### config.mk
export PLATFORM = sky130hd
export DESIGN_NAME = stopwatch_ctrl
export DESIGN_NICKNAME = d
export VERILOG_FILES = /design/src/rtl/stopwatch_pkg.sv /design/src/rtl/key_debounce.sv /design/src/rtl/stopwatch_ctrl.sv
export SDC_FILE = /design/constraint.sdc
export NUM_CORES = 1
export LEC_CHECK = 0
export CORE_MARGIN = 3
export CORE_UTILIZATION = 60
export CTS_CLUSTER_DIAMETER = 100
export DETAILED_ROUTE_END_ITERATION = 10
export PLACE_DENSITY = 0.84
export SLEW_MARGIN = 20
export SYNTH_ARGS = -nofsm -noshare
export SYNTH_HDL_FRONTEND = slang
export SYNTH_SLANG_ARGS = --single-unit
### constraint.sdc
create_clock -name i_clk -period 3.55 [get_ports i_clk]
set_input_delay 0.355 -clock i_clk [delete_from_list [all_inputs] [get_ports i_clk]]
set_output_delay 0.355 -clock i_clk [all_outputs]
set_load 0.01 [all_outputs]
### src/rtl/stopwatch_pkg.sv
// Shared types and constants for the stopwatch controller.
// State encoding is fixed so the FSM can be decoded from a logic analyser.
package stopwatch_pkg;

    typedef enum logic [1:0] {
        IDLE  = 2'b00,
        RUN   = 2'b01,
        PAUSE = 2'b10,
        LAP   = 2'b11
    } state_t;

    localparam int DIGIT_W = 4;
    localparam logic [DIGIT_W-1:0] BCD_MAX = 4'd9;

    typedef logic [DIGIT_W-1:0] digit_t;

endpackage

### src/rtl/key_debounce.sv
// Synchronizes and debounces one active-low push key.
// Emits a single-cycle press pulse on a debounced release-to-press transition.
module key_debounce #(
    parameter int DEBOUNCE_CYC = 500000
) (
    input  logic i_clk,
    input  logic i_rst_n,
    input  logic i_key_n,
    output logic o_press
);

    localparam int CW = (DEBOUNCE_CYC > 1) ? $clog2(DEBOUNCE_CYC) : 1;
    localparam logic [CW-1:0] CNT_LAST = CW'(DEBOUNCE_CYC - 1);

    logic          sync1;
    logic          sync2;
    logic          stable;
    logic          stable_d;
    logic [CW-1:0] cnt;

    always_ff @(posedge i_clk or negedge i_rst_n) begin
        if (!i_rst_n) begin
            sync1    <= 1'b1;
            sync2    <= 1'b1;
            stable   <= 1'b1;
            stable_d <= 1'b1;
            cnt      <= '0;
            o_press  <= 1'b0;
        end else begin
            sync1    <= i_key_n;
            sync2    <= sync1;
            stable_d <= stable;
            o_press  <= stable_d & ~stable;
            // Any cycle agreeing with the accepted level restarts the run length.
            if (sync2 != stable) begin
                if (cnt == CNT_LAST) begin
                    stable <= sync2;
                    cnt    <= '0;
                end else begin
                    cnt <= cnt + 1'b1;
                end
            end else begin
                cnt <= '0;
            end
        end
    end

endmodule

### src/rtl/stopwatch_ctrl.sv
// Start/stop/lap/clear stopwatch: key debouncing, tick prescaler, 4-digit BCD
// counter with a lap hold register and a display mux.
module stopwatch_ctrl
    import stopwatch_pkg::*;
#(
    parameter int TICK_DIV     = 500000,
    parameter int DEBOUNCE_CYC = 500000
) (
    input  logic               i_clk,
    input  logic               i_rst_n,
    input  logic               i_key_ss_n,
    input  logic               i_key_lap_n,
    output logic [DIGIT_W-1:0] o_units,
    output logic [DIGIT_W-1:0] o_tens,
    output logic [DIGIT_W-1:0] o_hundreds,
    output logic [DIGIT_W-1:0] o_thousands,
    output logic               o_running,
    output logic               o_lap_held,
    output logic               o_wrap
);

    localparam int PW = (TICK_DIV > 1) ? $clog2(TICK_DIV) : 1;
    localparam logic [PW-1:0] PRESC_LAST = PW'(TICK_DIV - 1);

    logic ss_press;
    logic lap_raw_press;
    logic lap_press;

    key_debounce #(.DEBOUNCE_CYC(DEBOUNCE_CYC)) u_key_ss (
        .i_clk   (i_clk),
        .i_rst_n (i_rst_n),
        .i_key_n (i_key_ss_n),
        .o_press (ss_press)
    );

    key_debounce #(.DEBOUNCE_CYC(DEBOUNCE_CYC)) u_key_lap (
        .i_clk   (i_clk),
        .i_rst_n (i_rst_n),
        .i_key_n (i_key_lap_n),
        .o_press (lap_raw_press)
    );

    // Start/stop takes priority when both keys land in the same cycle.
    assign lap_press = lap_raw_press & ~ss_press;

    state_t             state;
    state_t             state_next;
    logic               capture;
    logic               clear;
    logic               counting;
    logic               tick;
    logic [PW-1:0]      presc;
    digit_t [3:0]       count;
    digit_t [3:0]       count_next;
    digit_t [3:0]       hold;
    logic               carry;

    assign counting = (state == RUN) || (state == LAP);
    assign tick     = counting && (presc == PRESC_LAST);

    always_ff @(posedge i_clk or negedge i_rst_n) begin
        if (!i_rst_n) begin
            state <= IDLE;
        end else begin
            state <= state_next;
        end
    end

    always_comb begin
        state_next = state;
        capture    = 1'b0;
        clear      = 1'b0;
        case (state)
            IDLE: begin
                if (ss_press) state_next = RUN;
            end
            RUN: begin
                if (ss_press) begin
                    state_next = PAUSE;
                end else if (lap_press) begin
                    state_next = LAP;
                    capture    = 1'b1;
                end
            end
            LAP: begin
                if (ss_press)       state_next = PAUSE;
                else if (lap_press) state_next = RUN;
            end
            PAUSE: begin
                if (ss_press) begin
                    state_next = RUN;
                end else if (lap_press) begin
                    state_next = IDLE;
                    clear      = 1'b1;
                end
            end
            default: state_next = IDLE;
        endcase
    end

    // Decade ripple chain; carry out of the top digit marks the 9999 rollover.
    always_comb begin
        count_next = count;
        carry      = 1'b1;
        for (int i = 0; i < 4; i++) begin
            if (carry) begin
                if (count[i] == BCD_MAX) begin
                    count_next[i] = '0;
                end else begin
                    count_next[i] = count[i] + 1'b1;
                    carry         = 1'b0;
                end
            end
        end
    end

    always_ff @(posedge i_clk or negedge i_rst_n) begin
        if (!i_rst_n) begin
            presc      <= '0;
            count      <= '0;
            hold       <= '0;
            o_wrap     <= 1'b0;
            o_running  <= 1'b0;
            o_lap_held <= 1'b0;
        end else begin
            o_wrap     <= 1'b0;
            o_running  <= (state_next == RUN) || (state_next == LAP);
            o_lap_held <= (state_next == LAP);
            if (clear) begin
                presc <= '0;
                count <= '0;
            end else if (tick) begin
                presc  <= '0;
                count  <= count_next;
                o_wrap <= carry;
            end else if (counting) begin
                presc <= presc + 1'b1;
            end
            // Captures the pre-tick value when a lap press coincides with a tick.
            if (capture) hold <= count;
        end
    end

    assign o_units     = o_lap_held ? hold[0] : count[0];
    assign o_tens      = o_lap_held ? hold[1] : count[1];
    assign o_hundreds  = o_lap_held ? hold[2] : count[2];
    assign o_thousands = o_lap_held ? hold[3] : count[3];

endmodule
==> results.tsv <==
stage	metric	value	unit
finish	final_cell_mix	dfrtp_1 (95), nor2_1 (49), nand2_1 (35)	
clocking	root_buffer	clkbuf_8	
floorplanning	initial_core_util	0.6332	
sta	finClkSkew	0.01276	ns
sta	setup_tns	0	ns
yosys	async_flop_share	1.000	
floorplanning	design.core.area	8423	µm²
yosys	synth_edf_count	0	
yosys	netlist_instances	523	
sta	worst_slew_pin_slew	0.9628	ns
critical_path	arrival	2.78	ns
yosys	yosys_warnings	0	
clocking	clkLatencyLatePin	0.37	ns
yosys	synth.distinct_cells	58	
finish	final_common_cell	dfrtp_1	
power	vdd_drop_max	0.3317	mV
power	pwr_density_cell	353.5	nW/µm²
sta	fin_crit_sh	0.7179	
finish	multi_input_area	2635	µm²
critical_path	cp_top_family	simple AND/OR/NAND/NOR gates	
run_status	status	completed	
drt	dr_total_vias	4138	
drt	ant_nets	0	
sta	hold_violations	0	
critical_path	cp_num_buf_inv	0	
finish	regArea	2587	µm²
finish	final_core_util	0.6996	
clocking	path_clk_slew	0.10	ns
sta	drv_slew	0	
job	drv_cap	0	
placement	place_hpwl	7369	µm
global_routing	track_usage	0.2310	
clocking	cts_tree	done	
critical_path	path_class	reg -> reg	
hold_path	hp-class	in -> async	
placement	portBuffers	22	
yosys	synth-seq-cells	103	
critical_path	crit_path_start_kind	flop	
finish	diodes	0	
critical_path	end_kind	flop	
global_routing	grt_pass1_wl	18820	µm
finish	area_growth	10.49	%
sta	finalSetupViolations	0	
critical_path	path_max_fanout	22	
sta	fmax	0.3924	GHz
power	cellLeakagePower	2.486	nW
sta	fin_crit	2.548	ns
global_routing	grt_max_degree	67	
drt	drc	0	
yosys	syn_area	5334	µm²
finish	nets	558	
global_routing	antenna_found_initial	0	
drt	vias_per_cell	6.337	
drt	wl_per_cell	16.98	µm
critical_path	slowest_delay	0.80	ns
finish	fill_cells	614	
clocking	cts_buffer_depth	2	
drt	drt_wl_total	11090	µm
floorplanning	dieArea	10060	µm²
clocking	cts_resized	0	
placement	gp_congestion	0.8896	
floorplanning	num_io_pins	23	
floorplanning	die-height	100.3	µm
critical_path	cp_data_required_time	3.78	ns
global_routing	grt_pass1_vias	3993	
yosys	ys_seq_area_frac	0.4851	
sta	slew_headroom	0.3522	
clocking	cts_setup_buffers	0	
drt	drt_first_iter_violations	234	
clocking	postCtsHoldBufs	0	
yosys	syn_area_per_cell	10.20	µm²
clocking	cts_max_level	3	
global_routing	grt_overflow_total	0	
finish	drive_gt1_frac	0.1405	
floorplanning	num_rows	33	
critical_path	cpMaxStageDelayCell	dfrtp_1	
clocking	numClockSinks	103	
drt	dr.pass1.iters	5	
yosys	synth-main-ff-cell	dfrtp_1	
critical_path	cp_cell_sequence	nand4bb_1, or3_1, o21ai_0, nor2_1	
sta	rsz0062_at_grt	false	
floorplanning	dieWidth	100.3	µm
clocking	cts_buffers	9	
yosys	synth.net_count	538	
cell type report:
type / instances / share of cell area
Clock buffer: 9 / 0.02102
Clock inverter: 7 / 0.01953
Inverter: 12 / 0.007643
Multi-Input combinational cell: 390 / 0.4471
Sequential cell: 103 / 0.4391
Tap cell: 105 / 0.02229
Timing Repair Buffer: 27 / 0.04331
synth_stat cells (11+ instances only):
master | number | area (µm²)
dfrtp_1 | 95 | 2377
o21ai_0 | 22 | 110.1
a21oi_1 | 25 | 125.1
nand3_1 | 27 | 135.1
or4_1 | 14 | 105.1
nand2_1 | 35 | 131.4
xor2_1 | 13 | 113.9
nand4_1 | 19 | 118.9
or3_1 | 13 | 81.33
inv_1 | 11 | 41.29
xnor2_1 | 20 | 175.2
clkbuf_1 | 15 | 56.30
nor4_1 | 12 | 75.07
mux2_2 | 33 | 371.6
ha_1 | 11 | 137.6
nor2_1 | 49 | 183.9
logic make-up after synthesis:
group                    after synthesis  share of synthesized area
AO/OA/AOI/OAI                         83                    0.09993
multiplexers                          36                    0.07530
flip-flops                           103                     0.4851
buffers and inverters                 30                    0.02205
XOR/XNOR                              33                    0.05419
adder cells (fa/ha/maj)               11                    0.02580
AND/OR/NAND/NOR                      227                     0.2376
path summary, 6_finish.rpt:
| kind | from | slack (ns) | endpoint | depth (start not counted) |
|---|---|---|---|---|
| hold reg to reg | u_key_ss.sync1$_DFF_PN1_ | 0.36 | u_key_ss.sync2$_DFF_PN1_ | 0 |
| hold / removal | i_rst_n | 0.07 | presc[10]$_DFFE_PN0P_ | 1 |
| max in group asynchronous | i_rst_n | 2.68 | u_key_lap.cnt[0]$_DFF_PN0_ | 2 |
| min in group i_clk | u_key_ss.sync1$_DFF_PN1_ | 0.36 | u_key_ss.sync2$_DFF_PN1_ | 0 |
| setup / recovery | o_running$_DFF_PN0_ | 1.00 | presc[8]$_DFFE_PN0P_ | 4 |
| setup reg to reg | o_running$_DFF_PN0_ | 1.00 | presc[8]$_DFFE_PN0P_ | 4 |
through the flow:
stage	hold slack, ns	total power [mW]	instances	worst slack [ns]	instance area (µm²)
3_3_place_gp	0.3465	1.258	637	1.202	5654
2_1_floorplan	0.05941	1.228	523	1.475	5334
3_5_place_dp	0.3490	1.262	637	1.030	5654
4_1_cts	0.09693	2.106	653	1.003	5893
6_report	0.06727	2.083	653	1.002	5893
5_1_grt	0.1132	2.155	653	0.8031	5893
power by group:
| part | switching [mW] | total, mW | internal [mW] |
|---|---|---|---|
| logic | 0.0361 | 0.0479 | 0.0118 |
| registers | 0.00728 | 1.19 | 1.18 |
| clock network | 0.432 | 0.846 | 0.414 |
state kept, by name (all words and copies together), names as in the netlist:
name / count
u_key_ss.sync1: 1
o_wrap: 1
hold: 16
u_key_lap.stable: 1
u_key_lap.sync1: 1
o_lap_held: 1
presc: 19
count: 16
u_key_lap.cnt: 19
state: 1
u_key_ss.o_press: 1
u_key_ss.cnt: 19
u_key_lap.sync2: 1
o_running: 1
u_key_ss.stable: 1
u_key_ss.sync2: 1
u_key_lap.stable_d: 1
u_key_ss.stable_d: 1
u_key_lap.o_press: 1
metal layers:
metal,vias up,share of wire,track usage
met2,111,0.51,0.3914
met5,-,0,0
li1,1959,-,-
met1,2046,0.43,0.2961
met4,0,0.017,0.06943
met3,22,0.046,0.05281
Note: power is estimated with default switching activity, not from simulation.
==> RTL change 1 (same settings) <==
Add an input register stage for `i_key_ss_n` and `i_key_lap_n`, without a reset; this delays them by one clock.
--- a/src/rtl/stopwatch_ctrl.sv
+++ b/src/rtl/stopwatch_ctrl.sv
@@ -22,6 +22,14 @@
     localparam int PW = (TICK_DIV > 1) ? $clog2(TICK_DIV) : 1;
     localparam logic [PW-1:0] PRESC_LAST = PW'(TICK_DIV - 1);
 
+    logic i_key_ss_n_q;
+    logic i_key_lap_n_q;
+
+    always_ff @(posedge i_clk) begin
+        i_key_ss_n_q  <= i_key_ss_n;
+        i_key_lap_n_q <= i_key_lap_n;
+    end
+
     logic ss_press;
     logic lap_raw_press;
     logic lap_press;
@@ -29,14 +37,14 @@
     key_debounce #(.DEBOUNCE_CYC(DEBOUNCE_CYC)) u_key_ss (
         .i_clk   (i_clk),
         .i_rst_n (i_rst_n),
-        .i_key_n (i_key_ss_n),
+        .i_key_n (i_key_ss_n_q),
         .o_press (ss_press)
     );
 
     key_debounce #(.DEBOUNCE_CYC(DEBOUNCE_CYC)) u_key_lap (
         .i_clk   (i_clk),
         .i_rst_n (i_rst_n),
-        .i_key_n (i_key_lap_n),
+        .i_key_n (i_key_lap_n_q),
         .o_press (lap_raw_press)
     );
 
Function: no difference found for any inputs over 10 cycles, from zero or initial values and one cycle with i_rst_n low; that may be too few to reach the edited logic, so the function may still have changed.
==> RTL change 1 against the original RTL <==
  * Sequential cell count grew 2
  * Clock power shrank 20%
  * Setup slack gained 0.088 ns
  * Design area shrank 2.6%
  * Critical endpoint is now o_units[2]
  * Power shrank 7.2%
  * Area after synthesis shrank 1.4%
  * Sequential share of layout area grew 1.9 points
  * Utilization shrank 1.5 points
  * Wire length shrank 13%
==> RTL change 1: results <==
metrics = {
    "status": {
        "outcome": "finished clean",
    },
    "clock_tree": {
        "clockRootBuffer": "clkbuf_8",
        "numCtsBuffers": 9,
    },
    "synth": {
        "syn_nets": 517,
        "yosys.cell_types.count": 54,
        "synthArstFlopShare_pct": 98.1,
        "synth_top_cells_by_count": "dfrtp_1 (95), nor2_1 (45), mux2_2 (30), a21oi_1 (27), nand2_1 (25)",
        "synth_mux_area_share_pct": 7.00,
        "synth-compound-area-share_pct": 9.73,
        "ys_seq_area_share_pct": 50.0,
        "yosys-top-cells-area": "dfrtp_1 (45%), mux2_2 (6.4%), dfstp_2 (4.0%), xnor2_1 (3.3%), nor2_1 (3.2%)",
        "synthXorXnorAreaFrac_pct": 6.00,
        "syn-instance-count": 502,
        "synthAdderAreaFrac_pct": 2.62,
    },
    "pwr": {
        "p_sw_mw": 0.441,
        "power_mw": 1.93,
        "p_clk_share_pct": 34.9,
        "peakVddDrop_mv": 0.186,
        "comb_power_mw": 0.0449,
        "p_leak_nw": 2.40,
    },
    "setup_path": {
        "reg2regPathDepth": 4,
        "r2r_start": "presc[8]",
        "r2r-end": "count[0]",
        "crit_start": "o_lap_held",
        "crit_end": "o_units[2]",
        "crit_arrival_ns": 2.11,
        "r2r_slack_ns": 1.16,
        "cp_max_fo": 21,
    },
    "final_layout": {
        "fillCellCount": 645,
        "layout.nets": 537,
        "final_cells": 632,
        "drive_gt1_share_pct": 13.7,
        "reg.largest.list": "presc (19), u_key_lap.cnt (19), u_key_ss.cnt (19)",
    },
    "grt": {
        "grt_pass1_wl_mm": 17.1,
        "grt_max_degree": 55,
        "gr-usage-all-layers_pct": 21.0,
        "grt_pass1_vias": 3780,
    },
    "place": {
        "place_congestion": 0.841,
        "dp.cells": 616,
        "place_area_um2": 5560,
        "place_hpwl_mm": 6.61,
    },
    "timing": {
        "maxSlewHeadroom_pct": 39.5,
        "whs_ns": 0.0240,
        "layout_setup_ws_ns": 1.09,
        "fin_skew_ns": 0.0159,
    },
    "drt": {
        "via_count": 3861,
        "avgRoutedWirePerCell_um": 15.2,
        "drt_first_iter_violations": 192,
        "dr.pass1.iters": 4,
    },
}
RTL change 1: changes by cell type after synthesis, sizes merged, moves of 3 or more:
cell   unedited run  this run
and2              8        11
nand3            27        19
nor2             49        45
and3              9         3
mux2             33        30
inv              11        16
nand2            35        25
or3              13        17
xor2             13        16
RTL change 1: layout make-up:
cell class | count | area, um2 | share of cell area, %
multi-input combinational | 364 | 2490 | 43.4
tap | 105 | 131 | 2.29
timing repair buffer | 26 | 248 | 4.32
clock inverter | 6 | 43.8 | 0.763
sequential | 105 | 2630 | 45.8
clock buffer | 10 | 138 | 2.40
inverter | 16 | 60.1 | 1.05
RTL change 1: worst max-delay path, cell delays in order, from the launching register on:
cell	delay, ns
dfrtp_1	0.85
mux2_2	0.41
clkdlybuf4s50_1	0.48
RTL change 1: layer usage:
metal / vias to the layer above / GRT usage (%) / routed length [um]
li1: 1879 / - / -
met1: 1923 / 28.1 / 4440
met2: 53 / 35.6 / 4850
met3: 6 / 3.44 / 271
met4: 0 / 5.88 / 60
met5: - / 0 / 0
==> RTL change 2 (config.mk and constraints unchanged) <==
Without the edit above. The parameter `TICK_DIV` goes from 500000 to 125000.
--- a/src/rtl/stopwatch_ctrl.sv
+++ b/src/rtl/stopwatch_ctrl.sv
@@ -3,7 +3,7 @@
 module stopwatch_ctrl
     import stopwatch_pkg::*;
 #(
-    parameter int TICK_DIV     = 500000,
+    parameter int TICK_DIV     = 125000,
     parameter int DEBOUNCE_CYC = 500000
 ) (
     input  logic               i_clk,
Behaviour: same outputs for any inputs over 10 cycles, from zero or initial values and one cycle with i_rst_n low; that may be too few to reach the edited logic, so the function may still have changed.
==> RTL change 2 against the original RTL <==
  * Power shrank 1.5%
  * Non-clock buffer count shrank 1
  * Design area shrank 7.1%
  * Setup slack lost 0.031 ns
  * Sequential cell count shrank 2
  * Sequential share of layout area grew 2.4 points
  * Wire length shrank 18%
  * Die area shrank 7.4%
  * Area after synthesis shrank 7.9%
==> RTL change 2: results <==
metrics = {
    "status": {
        "outcome": "finished clean",
    },
    "drt": {
        "dr.pass1.iters": 4,
        "vias_per_cell": 5.73,
        "drt_first_iter_violations": 213,
        "wl_mm": 9.07,
    },
    "final_layout": {
        "drive_gt1_share_pct": 13.8,
        "fillCellCount": 602,
        "reg.largest.list": "u_key_lap.cnt (19), u_key_ss.cnt (19), presc (17)",
        "diodes": 0,
        "layout.nets": 517,
    },
    "place": {
        "pre_cts_ws_ns": 1.18,
        "place_hpwl_mm": 6.24,
        "place_congestion": 0.907,
    },
    "setup_path": {
        "crit_arrival_ns": 2.84,
        "r2r_start": "o_running",
        "cp_max_fo": 13,
        "r2r_slack_ns": 0.97,
        "r2r-end": "count[7]",
        "reg2regPathDepth": 5,
    },
    "synth": {
        "synth_top_cells_by_count": "dfrtp_1 (93), nor2_1 (64), nand2_1 (43), mux2_2 (30), nand3_1 (30)",
        "syn_area_um2": 4910,
        "ys_seq_area_share_pct": 51.6,
        "syn_nets": 492,
        "yosys-top-cells-area": "dfrtp_1 (47%), mux2_2 (6.9%), xor2_1 (5.2%), nor2_1 (4.9%), dfstp_2 (4.3%)",
        "yosys.cell_types.count": 48,
    },
    "timing": {
        "fin_skew_ns": 0.0110,
        "tightest_slew_ns": 0.836,
        "period_share_pct": 72.7,
    },
    "grt": {
        "grt_pass1_vias": 3470,
        "gr-usage-all-layers_pct": 22.4,
        "grt_max_degree": 69,
    },
    "pwr": {
        "peakVddDrop_mv": 0.241,
        "p_leak_nw": 2.45,
    },
}
[RTL change 2: cell count changes after synthesis, sizes merged, moves of 8 or more]
cell   before  now
nor2       49   64
xor2       13   29
a21oi      25    8
o31ai       9    1
or4        15    2
nand2      35   43
[RTL change 2: how the worst min path moves through the flow]
stage	endpoint	cells past startpoint	from	slack, ns
2_1_floorplan	count[0]	0	i_rst_n	0.06
6_report	hold[12]	1	i_rst_n	0.08
5_1_grt	hold[12]	1	i_rst_n	0.13
3_3_place_gp	u_key_ss.sync2	0	u_key_ss.sync1	0.35
3_5_place_dp	u_key_lap.sync2	0	u_key_lap.sync1	0.35
4_1_cts	hold[12]	1	i_rst_n	0.11
[RTL change 2: cells by family after synthesis]
logic type,count (synthesis),synth area share (%)
AND/OR/NAND/NOR,219,22.8
flip-flops,101,51.6
XOR/XNOR,49,8.73
AO/OA/AOI/OAI,40,4.89
multiplexers,31,7.08
buffers and inverters,26,2.06
adder cells (fa/ha/maj),11,2.80
[RTL change 2: critical path, cell delays in order (launching register included)]
cell and delay (ns):
dfrtp_1 0.60, nor3b_1 0.42, nand3_1 0.22, o21ai_0 0.63
nand3_1 0.26, mux2_2 0.33
[RTL change 2: cell type report]
type | count | share of cell area, %
inverters | 14 | 0.960
well taps | 102 | 2.33
multi-input cells | 350 | 41.6
flip-flops and latches | 101 | 46.4
clock inverters | 4 | 1.78
repair buffers | 26 | 4.53
clock buffers | 11 | 2.40
[RTL change 2: through the flow]
step / power [mW] / util, % / std cells / cell area [um2] / hold WS [ns]
after floorplan: 1.20 / - / 477 / 4910 / 0.0594
after global placement: 1.23 / 66.8 / 593 / 5250 / 0.346
after detailed placement: 1.24 / 66.8 / 593 / 5250 / 0.347
after CTS: 2.08 / 69.8 / 608 / 5470 / 0.109
after global routing: 2.13 / 69.8 / 608 / 5470 / 0.135
final: 2.05 / 69.8 / 608 / 5470 / 0.0849
[RTL change 2: where the power goes]
| part | total (mW) | switching (mW) | internal [mW] |
|---|---|---|---|
| clock | 0.841 | 0.376 | 0.465 |
| sequential | 1.17 | 0.00670 | 1.16 |
| combinational | 0.0447 | 0.0338 | 0.0110 |
[RTL change 2: metal layers]
layer	global-route usage [%]	routed length (um)	share of wire, %	vias up
met4	10.6	188	2.1	0
met3	3.41	341	3.8	12
li1	-	-	-	1693
met5	0	0	0	-
met2	37.0	4520	50	61
met1	28.9	4020	44	1717
